`src/rtl/srl_pipe_if.sv`:
```
// Operand/result handshake bundle for srl_pipe.
// master = producer/consumer side, slave = the shifter itself.
interface srl_pipe_if;
  logic        in_valid;
  logic        in_ready;
  logic [31:0] a;
  logic [4:0]  amt;
  logic        arith;
  logic        out_valid;
  logic        out_ready;
  logic [31:0] out;

  modport master (
    output in_valid, a, amt, arith, out_ready,
    input  in_ready, out_valid, out
  );

  modport slave (
    input  in_valid, a, amt, arith, out_ready,
    output in_ready, out_valid, out
  );
endinterface

```
`src/rtl/srl_pipe.sv`:
```
// Five-stage pipelined 32-bit right barrel shifter with valid/ready on both sides.
// Define SRL_PIPE_ARITH_EN to honor the arith input (sign fill); otherwise logical only.
module srl_pipe (
  input logic        clock,
  input logic        resetn,
  srl_pipe_if.slave  bus
);

  // Right shift with an arbitrary fill bit: inverting around a logical shift sign-fills.
  function automatic logic [31:0] shr(input logic [31:0] x, input logic f, input logic [4:0] n);
    return f ? ~((~x) >> n) : (x >> n);
  endfunction

  logic        adv;
  logic        fill_in;
  logic [5:1]  v;
  logic [31:0] d [1:5];
  logic [3:0]  r1;
  logic [2:0]  r2;
  logic [1:0]  r3;
  logic        r4;
  logic [4:1]  f;

  // Whole pipe moves in lockstep; only a stalled valid result can hold it.
  assign adv          = !v[5] || bus.out_ready;
  assign bus.in_ready = adv;
  assign bus.out_valid = v[5];
  assign bus.out      = v[5] ? d[5] : 32'h0;

`ifdef SRL_PIPE_ARITH_EN
  assign fill_in = bus.arith & bus.a[31];

  always_ff @(posedge clock or negedge resetn) begin
    if (!resetn) begin
      f <= '0;
    end else if (adv) begin
      f <= {f[3:1], fill_in};
    end
  end
`else
  assign fill_in = 1'b0;
  assign f       = '0;
`endif

  // Stage k applies shift 2^(k-1); remaining amount bits travel alongside the data.
  always_ff @(posedge clock or negedge resetn) begin
    if (!resetn) begin
      v    <= '0;
      d[1] <= '0;
      d[2] <= '0;
      d[3] <= '0;
      d[4] <= '0;
      d[5] <= '0;
      r1   <= '0;
      r2   <= '0;
      r3   <= '0;
      r4   <= 1'b0;
    end else if (adv) begin
      v    <= {v[4:1], bus.in_valid};
      d[1] <= shr(bus.a, fill_in, bus.amt[0] ? 5'd1  : 5'd0);
      d[2] <= shr(d[1],  f[1],    r1[0]      ? 5'd2  : 5'd0);
      d[3] <= shr(d[2],  f[2],    r2[0]      ? 5'd4  : 5'd0);
      d[4] <= shr(d[3],  f[3],    r3[0]      ? 5'd8  : 5'd0);
      d[5] <= shr(d[4],  f[4],    r4         ? 5'd16 : 5'd0);
      r1   <= bus.amt[4:1];
      r2   <= r1[3:1];
      r3   <= r2[2:1];
      r4   <= r3[1];
    end
  end

endmodule

```
`src/flat_wrapper.sv`:
```
// flat-port wrapper written by rule: the top's interface ports become plain ports
module srl_pipe_flat 
  (clock, resetn, bus_in_valid, bus_a, bus_amt, bus_arith, bus_out_ready, bus_in_ready, bus_out_valid, bus_out);
  srl_pipe_if bus_i ();
  input logic clock;
  input logic resetn;
  input wire logic [$bits(bus_i.in_valid)-1:0] bus_in_valid;
  input wire logic [$bits(bus_i.a)-1:0] bus_a;
  input wire logic [$bits(bus_i.amt)-1:0] bus_amt;
  input wire logic [$bits(bus_i.arith)-1:0] bus_arith;
  input wire logic [$bits(bus_i.out_ready)-1:0] bus_out_ready;
  output wire logic [$bits(bus_i.in_ready)-1:0] bus_in_ready;
  output wire logic [$bits(bus_i.out_valid)-1:0] bus_out_valid;
  output wire logic [$bits(bus_i.out)-1:0] bus_out;
  assign bus_i.in_valid = bus_in_valid;
  assign bus_i.a = bus_a;
  assign bus_i.amt = bus_amt;
  assign bus_i.arith = bus_arith;
  assign bus_i.out_ready = bus_out_ready;
  assign bus_in_ready = bus_i.in_ready;
  assign bus_out_valid = bus_i.out_valid;
  assign bus_out = bus_i.out;
  srl_pipe u_core (.clock(clock), .resetn(resetn), .bus(bus_i));
endmodule
```
`config.mk`:
```
export PLATFORM = sky130hd
export DESIGN_NAME = srl_pipe_flat
export DESIGN_NICKNAME = d
export VERILOG_FILES = /design/src/rtl/srl_pipe_if.sv /design/src/rtl/srl_pipe.sv /design/src/flat_wrapper.sv
export SDC_FILE = /design/constraint.sdc
export NUM_CORES = 1
export LEC_CHECK = 0
export BUFFER_PORTS_ARGS = -buffer_cell sky130_fd_sc_hd__buf_2
export CAP_MARGIN = 40
export CORE_UTILIZATION = 39
export CTS_CLUSTER_DIAMETER = 80
export DETAILED_ROUTE_END_ITERATION = 10
export GPL_TIMING_DRIVEN = 0
export PLACE_DENSITY = 0.53
export SLEW_MARGIN = 25
export SYNTH_ARGS = -nofsm -noshare
export SYNTH_HDL_FRONTEND = slang
export SYNTH_SLANG_ARGS = --single-unit
```
`constraint.sdc`:
```
create_clock -name clock -period 2.7 [get_ports clock]
set_clock_uncertainty 0.2 [all_clocks]
set_input_delay 0.405 -clock clock [delete_from_list [all_inputs] [get_ports clock]]
set_output_delay 0.405 -clock clock [all_outputs]
set_load 0.05 [all_outputs]
```
==> metrics.cfg, run 1 <==
[setup_path]
required_ps = 2100
crit_start = u_core.v[5]
setup.worst_path.start_class = flop
rr_startpoint = u_core.r3[0]
critPathKind = reg -> out
critPathArrivalTime_ps = 1770
endpoint_kind = output pin
path_max_fanout = 10
ff2ff_path_depth = 4
reg2reg_to = u_core.d[55]
r2r_slack_ps = 850

[run_status]
status = finished, final reports clean

[timing]
period_share_pct = 88.1
hold_violations = 0
grt_setup_unrepaired = no
fmax_mhz = 420
setup_viol = 0
slew_viol_final = 0
fin_ws_ps = 321
worst_pin_slew_ps = 637
max-slew-margin-rel_pct = 57.6
fin_crit_ps = 2380

[flow_run]
max-cap-violations = 0

[power_and_ir_drop]
p_per_area_mw_per_mm2 = 1240
ir_drop_mv = 0.429
leakagePower_uw = 0.00479

[synthesis]
synth_cells = 586
yosysUniqueCellTypes = 12
synth_area_leader_cell = dfrtp_1
ys_top_cells_by_area = dfrtp_1, mux2_2, mux2_4
synth_top_cell_area_share_pct = 49.2
ys_ff_latch = 175
syn_nets = 628
avgSynthCellArea_um2 = 15.2
ys_seq_area_share_pct = 49.2
yosys_warnings = 0
synth_area_mm2 = 0.00889

[clock_tree]
h-tree-depth = 4
cts_made_buffers = 17
clk_pin_slew_ps = 70
clock-root-buffer = clkbuf_16
cts_resized = 0
cts_max_path_buffers = 2
insertion_delay_ps = 430
cts.sinks = 175
cts_tree = built
cts_setup_buffers = 0

[cells_and_area]
n_antenna_cell = 0
drive_gt1_share_pct = 63.3
nets = 725
syn2layout_area_growth_pct = 15.4
postLayoutCellArea_mm2 = 0.0103

[floorplanning]
ios = 76
initial_core_util_pct = 40.3
coreArea_mm2 = 0.0221
die_area_mm2 = 0.0234
rows = 54
die_y_um = 153
die_w_um = 153

[placed_design]
finalWeightedCongestion = 0.734
place_hpwl_um = 12900
pre_cts_ws_ps = 696
placed_area_mm2 = 0.00965
port_buffers = 73

[grt]
gr-total-overflow = 0
grt_start_max_net_pins = 92
first_global_vias = 5008
track_usage_pct = 15.9
antenna_found_initial = 0
grt_first_pass_wirelength_um = 28700

[route]
drt_wl_total_um = 17500
dr_total_vias = 4658
first_pass_iters = 4
wl_per_cell_um = 17.9
final_antenna_net_count = 0
route.detailed.vias_per_inst = 4.78
drc = 0
drt_iter0_drc = 169

[worst_hold_path]
hp-class = in -> reg
whs_path_depth = 2
min_to = u_core.r1[0]
hp-start = bus_amt[1]

[worst max-delay path by stage]
| stage | end | slack (ps) | depth (start not counted) |
|---|---|---|---|
| floorplan | bus_out[0] | 730 | 2 |
| detailed placement | bus_in_ready | 700 | 6 |
| global placement | u_core.d[131] | -1720 | 1 |
| finish | bus_in_ready | 320 | 5 |
| global route | bus_out[5] | 210 | 3 |
| CTS | bus_out[5] | 250 | 3 |
[cells in the final DEF, fill, tap and decap left out]
cell,n
clkbuf_1,7
bufinv_16,1
clkinvlp_4,3
buf_6,16
dfrtp_1,175
clkbuf_8,5
buf_8,2
buf_4,1
mux2_1,4
and2_1,32
buf_16,1
buf_2,91
mux2_2,199
clkinv_4,1
mux2_4,100
clkbuf_16,17
clkinv_2,2
nor2b_1,31
inv_6,1
dlygate4sd3_1,4
nand2b_1,2
[worst max-delay path: stages, from the launching register on]
cell	delay [ps]
dfrtp_1	430
nand2b_1	120
buf_6	140
buf_6	170
buf_6	200
buf_2	290
[timing repair]
item	in CTS	in global routing
endpoints found under the hold margin	87	0
setup endpoints to repair	0	0
hold buffers	4	0
[metrics by stage]
step | power [µW] | hold slack [ps] | utilization (%) | cells | TNS [ps]
after floorplan | 9110 | -90.6 | - | 586 | 0
after global placement | 10300 | 287 | 43.5 | 939 | -296480
after detailed placement | 10400 | 251 | 43.7 | 940 | 0
after CTS | 12900 | 1.27 | 46.5 | 975 | 0
after global routing | 13500 | 6.59 | 46.5 | 975 | 0
final | 12700 | 21.0 | 46.5 | 975 | 0
[area by class of cell]
type / instances / area (µm²)
fill: 1995 / 11800
sequential: 175 / 4380
timing repair buffer: 78 / 443
buffer: 43 / 320
multi-input combinational: 368 / 4190
clock buffer: 23 / 498
clock inverter: 8 / 80.1
tap: 280 / 350
[per-layer routing]
layer | track usage, % | vias up | wire length (µm)
met5 | 0 | - | 0
met4 | 5.00 | 0 | 167
met3 | 3.54 | 10 | 509
met2 | 25.5 | 77 | 8240
met1 | 21.4 | 2305 | 8580
li1 | - | 2266 | -
[power breakdown]
group          internal (µW)  total [µW]  switching [µW]
sequential              3790        4670             880
clock                   1390        2410            1020
combinational           3270        5640            2370
[cell families after synthesis]
group                  after synthesis  share of synthesized area, %
AND/OR/NAND/NOR                     65                          4.57
flip-flops                         175                          49.2
buffers and inverters               43                          3.60
multiplexers                       303                          42.6
[sequential cells by signal, summed over array words and instances (netlist names)]
| register | flops |
|---|---|
| u_core.r3 | 2 |
| u_core.r4 | 1 |
| u_core.v | 5 |
| u_core.r1 | 4 |
| u_core.r2 | 3 |
| u_core.d | 160 |
[synth_stat cells]
| cell type | n |
|---|---|
| buf_6 | 16 |
| mux2_4 | 100 |
| clkbuf_1 | 6 |
| dfrtp_1 | 175 |
| mux2_1 | 4 |
| buf_8 | 1 |
| nand2b_1 | 2 |
| buf_4 | 1 |
| buf_2 | 19 |
| mux2_2 | 199 |
| and2_1 | 32 |
| nor2b_1 | 31 |
Note: power is estimated with default switching activity, not from simulation.
==> run 2, diff against run 1 <==
==> constraint.sdc (replaced) <==
create_clock -name clock -period 3.1 [get_ports clock]
set_clock_uncertainty 0.2 [all_clocks]
set_input_delay 0.155 -clock clock [delete_from_list [all_inputs] [get_ports clock]]
set_output_delay 0.155 -clock clock [all_outputs]
set_load 0.05 [all_outputs]
==> run 2 against run 1 <==
Effect of this change: via count grew 4.1%; critical path depth is the same; die area is the same; wire length grew 1.4%; largest power group unchanged; sequential share of layout area shrank 1.9 points; count of clock-buffer cells in the layout is the same; global-route usage grew 0.26 points; cell area grew 4.6%; sequential cell count is the same.
==> metrics.cfg, run 2 (synthesis gave the netlist of run 1 again) <==
[route]
final_antenna_net_count = 0
wl_per_cell_um = 17.3
first_pass_iters = 4
drt_iter0_drc = 153
route.detailed.vias_per_inst = 4.74
dr_total_vias = 4847
drc = 0
drt_wl_total_um = 17700

[setup_path]
slowest_delay_ps = 430
cpMaxStageDelayCell = dfrtp_1
path_buf_inv = 4
critical_path.top_delay_family = buffers and inverters
required_ps = 2740
critPathArrivalTime_ps = 1770
cp_common_cell = buf_6
worstPathCellList = nand2b_1, buf_6, buf_6, buf_6, buf_2
critPathKind = reg -> out
path_max_fanout = 10
endpoint_kind = output pin
setup.worst_path.start_class = flop

[floorplanning]
rows = 54
die_w_um = 153
die_area_mm2 = 0.0234
coreArea_mm2 = 0.0221
initial_core_util_pct = 40.3
die_y_um = 153
ios = 76

[grt]
grt_start_max_net_pins = 92
gr-total-overflow = 0
grt_first_pass_wirelength_um = 29200
track_usage_pct = 16.2
antenna_found_initial = 0
first_global_vias = 5166

[clock_tree]
cts_tree = built
cts_max_path_buffers = 2
clk_pin_slew_ps = 70
insertion_delay_ps = 420
cts_setup_buffers = 0
cts_made_buffers = 17
clock-root-buffer = clkbuf_16
h-tree-depth = 4
cts.sinks = 175

[cells_and_area]
layout_common_cells = mux2_2, dfrtp_1, mux2_4, buf_2, dlygate4sd3_1
final-instance-count-excl-fill = 1022
regMostFlops = u_core.d
largest_register_ff_count = 160
mostFrequentLayoutCell = mux2_2
syn2layout_area_growth_pct = 20.7
nFillCells = 1968
fin_util_pct = 48.6
nets = 772
drive_gt1_share_pct = 59.3
n_antenna_cell = 0
top_regs = u_core.d: 160 flops, u_core.v: 5 flops, u_core.r1: 4 flops

[timing]
grt_setup_unrepaired = no
setup_viol = 0
max-slew-margin-rel_pct = 57.6
period_share_pct = 68.6
fmax_mhz = 470
worst_pin_slew_ps = 636
hold_violations = 0
fin_crit_ps = 2130
slew_viol_final = 0

[placed_design]
place_hpwl_um = 12900
port_buffers = 73
dp.cells = 940
finalWeightedCongestion = 0.734

[run_status]
status = finished, final reports clean

[power_and_ir_drop]
leakagePower_uw = 0.00498
ir_drop_mv = 0.376
p_per_area_mw_per_mm2 = 1040

[worst_hold_path]
hp-class = in -> reg

[flow_run]
max-cap-violations = 0

==> run 2: cell types whose count changed in the layout (fill, tap and decap cells not counted), sizes merged <==
cell,change
dlygate4sd3,+47
==> run 2: metrics by stage <==
| stage | hold WS (ps) | instance area [µm²] | setup slack [ps] | setup TNS, ps | power [µW] |
|---|---|---|---|---|---|
| after floorplan | -341 | 8890 | 1230 | 0 | 7940 |
| after global placement | 189 | 9610 | -1070 | -182730 | 8990 |
| after detailed placement | 0.591 | 9650 | 1220 | 0 | 9080 |
| after CTS | 79.9 | 10700 | 903 | 0 | 11300 |
| after global routing | 80.9 | 10700 | 857 | 0 | 11800 |
| final | 99.0 | 10700 | 973 | 0 | 11100 |
==> run 2: worst paths after layout <==
path                               from       endpoint  slack [ps]  cells after the start
hold reg to reg            u_core.d[12]   u_core.d[12]         300                      1
max in group asynchronous        resetn   u_core.d[88]        1710                      3
setup / recovery            u_core.v[5]   bus_in_ready         970                      5
min in group asynchronous        resetn   u_core.d[14]         110                      2
setup reg to reg           u_core.r3[0]   u_core.d[55]        1250                      4
hold / removal               bus_amt[0]  u_core.d[156]         100                      3
==> run 2: area by class of cell <==
type / count / area (µm²) / area share (%)
Sequential cell: 175 / 4380 / 40.8
Multi-Input combinational cell: 368 / 4190 / 39.1
Timing Repair Buffer: 125 / 913 / 8.51
Clock buffer: 23 / 498 / 4.64
Tap cell: 280 / 350 / 3.26
Buffer: 43 / 320 / 2.98
Clock inverter: 8 / 80.1 / 0.746
==> run 2: worst register-to-register path, delay by kind of cell (launching register included) <==
kind | cells | cell delay [ps]
mux | 2 | 650
flops | 1 | 310
buf+inv | 2 | 580
==> run 2: routing by layer <==
metal	vias up	wire, µm	global-route usage, %
li1	2358	-	-
met1	2402	8630	21.4
met2	74	8470	26.4
met3	13	443	3.54
met4	0	180	5.00
met5	-	0	0
==> run 2: timing repair <==
| action | in CTS | in global routing |
|---|---|---|
| resized for setup | 0 | 0 |
| hold endpoints to repair | 121 | 0 |
| hold buffers | 51 | 0 |
| setup endpoints to repair | 0 | 0 |
==> run 2: power breakdown <==
group / switching, µW / total, µW / internal, µW
Combinational: 2070 / 4970 / 2890
Sequential: 770 / 4070 / 3300
Clock: 885 / 2100 / 1210
==> run 3, diff against run 2 <==
Settings changed: PLACE_DENSITY 0.53 to 0.55.
Clock period 3.1 ns to 1.9 ns, I/O delays scaled along.
==> run 3 against run 2 <==
Effect of this change: sequential power increased by 64%; utilization increased by 0.69 points; sequential share of layout area fell by 0.56 points; wire length decreased by 1.2%; clock power rose by 87%; setup slack got worse by 860 ps; critical path type unchanged; global-route usage shrank 0.26 points; die area unchanged; via count decreased by 1.1%; cell count about the same; critical path depth down 2.
==> metrics.cfg, run 3 (synthesis gave the netlist of run 1 again) <==
[clock_tree]
h-tree-depth = 4
clk_pin_slew_ps = 60
cts_max_path_buffers = 2
cts.sinks = 175
clock-root-buffer = clkbuf_16
insertion_delay_ps = 420
cts_tree = built
cts_made_buffers = 17

[timing]
grt_setup_unrepaired = no
max-slew-margin-rel_pct = 70.7
holdWs_ps = 37.2
slew_viol_final = 0
fmax_mhz = 561
setup_tns_ps = 0
worst_pin_slew_ps = 439
setup_viol = 0
period_share_pct = 93.9
hold_violations = 0
fin_crit_ps = 1780
fin_ws_ps = 116

[cells_and_area]
layout_common_cells = mux2_2, dfrtp_1, mux2_4, buf_2, dlygate4sd3_1
postLayoutCellArea_mm2 = 0.0109
n_antenna_cell = 0
mostFrequentLayoutCell = mux2_2
regMostFlops = u_core.d
drive_gt1_share_pct = 59.9
nets = 774
largest_register_ff_count = 160
syn2layout_area_growth_pct = 22.4
top_regs = u_core.d: 160 flops, u_core.v: 5 flops, u_core.r1: 4 flops

[run_status]
status = finished, final reports clean

[power_and_ir_drop]
leakagePower_uw = 0.00505
pwr-share-seq_pct = 35.7
sw_frac_of_total_pct = 32.3
pwr-share-clk_pct = 21.0
p_comb_share_pct = 43.3
internal_power_uw = 12700
switchingPower_uw = 6030
p_per_area_mw_per_mm2 = 1720
ir_drop_mv = 0.678

[floorplanning]
die_y_um = 153
coreArea_mm2 = 0.0221
initial_core_util_pct = 40.3
ios = 76
die_w_um = 153
rows = 54
die_area_mm2 = 0.0234

[route]
drc = 0
route.detailed.vias_per_inst = 4.69
wl_per_cell_um = 17.1
drt_iter0_drc = 114
drt_wl_total_um = 17500
final_antenna_net_count = 0
first_pass_iters = 5
dr_total_vias = 4794

[placed_design]
finalWeightedCongestion = 0.754
port_buffers = 73
placed_area_mm2 = 0.00967
place_hpwl_um = 13000
pre_cts_ws_ps = -23.6

[setup_path]
critPathArrivalTime_ps = 1490
crit_start = u_core.v[5]
setup.worst_path.start_class = flop
ff2ff_path_depth = 5
rr_startpoint = u_core.v[5]
path_max_fanout = 10
endpoint_kind = output pin
required_ps = 1600
critPathKind = reg -> out

[grt]
top_usage_layer = met2
grt_util_met3_pct = 2.72
grt_start_max_net_pins = 79
grt_use_met2_pct = 26.3
gr-total-overflow = 0
antenna_found_initial = 0
grt_first_pass_wirelength_um = 29100
use_met1_pct = 21.2
track_usage_pct = 15.9
first_global_vias = 5238

[flow_run]
max-cap-violations = 0

[worst_hold_path]
hp-class = in -> reg
hp-start = bus_amt[0]
whs_path_depth = 3

-- run 3: what timing repair did --
item                       4_1_cts  5_1_grt
hold buffers                    53        0
gates resized for setup          7        4
setup buffers                    0        0
setup endpoints to repair       22       21
gates cloned                     0        0
hold endpoints to repair       134        0
-- run 3: final cells by class --
| class | count | area, µm² |
|---|---|---|
| fill | 1929 | 11200 |
| sequential | 175 | 4380 |
| clock buffer | 20 | 457 |
| timing repair buffer | 128 | 977 |
| tap | 280 | 350 |
| multi-input combinational | 368 | 4190 |
| clock inverter | 10 | 210 |
| buffer | 42 | 318 |
-- run 3: layer usage --
layer  vias to the layer above  wire [µm]
met3                        15        391
met5                         -          0
met2                        74       8280
met1                      2344       8660
met4                         0        182
li1                       2361          -
-- run 3: path summary, 6_finish.rpt --
check / end / slack (ps)
max: bus_out[7] / 120
min: u_core.d[156] / 40
max reg2reg: u_core.d[128] / 180
min reg2reg: u_core.d[1] / 300
max in group asynchronous: u_core.d[101] / 180
min in group asynchronous: u_core.d[13] / 530
-- run 3: metrics by stage --
stage,cells,utilization [%],total power [µW]
after floorplan,586,-,13000
after global placement,939,43.5,14600
after detailed placement,941,43.8,14800
after CTS,1024,49.3,19000
after global routing,1023,49.3,19800
final,1023,49.3,18700
-- run 3: power groups by stage --
stage	Sequential, µW	Clock (µW)	Combinational [µW]
floorplan	6110	0	6840
global placement	6720	0	7910
detailed placement	6770	0	8050
CTS	6700	4040	8240
global route	6900	4190	8680
finish	6670	3920	8090
-- run 3: worst max-delay path, stage by stage, from the launching register on --
cell     delay [ps]
dfrtp_2         400
buf_2           240
and2_1          170
buf_2           260
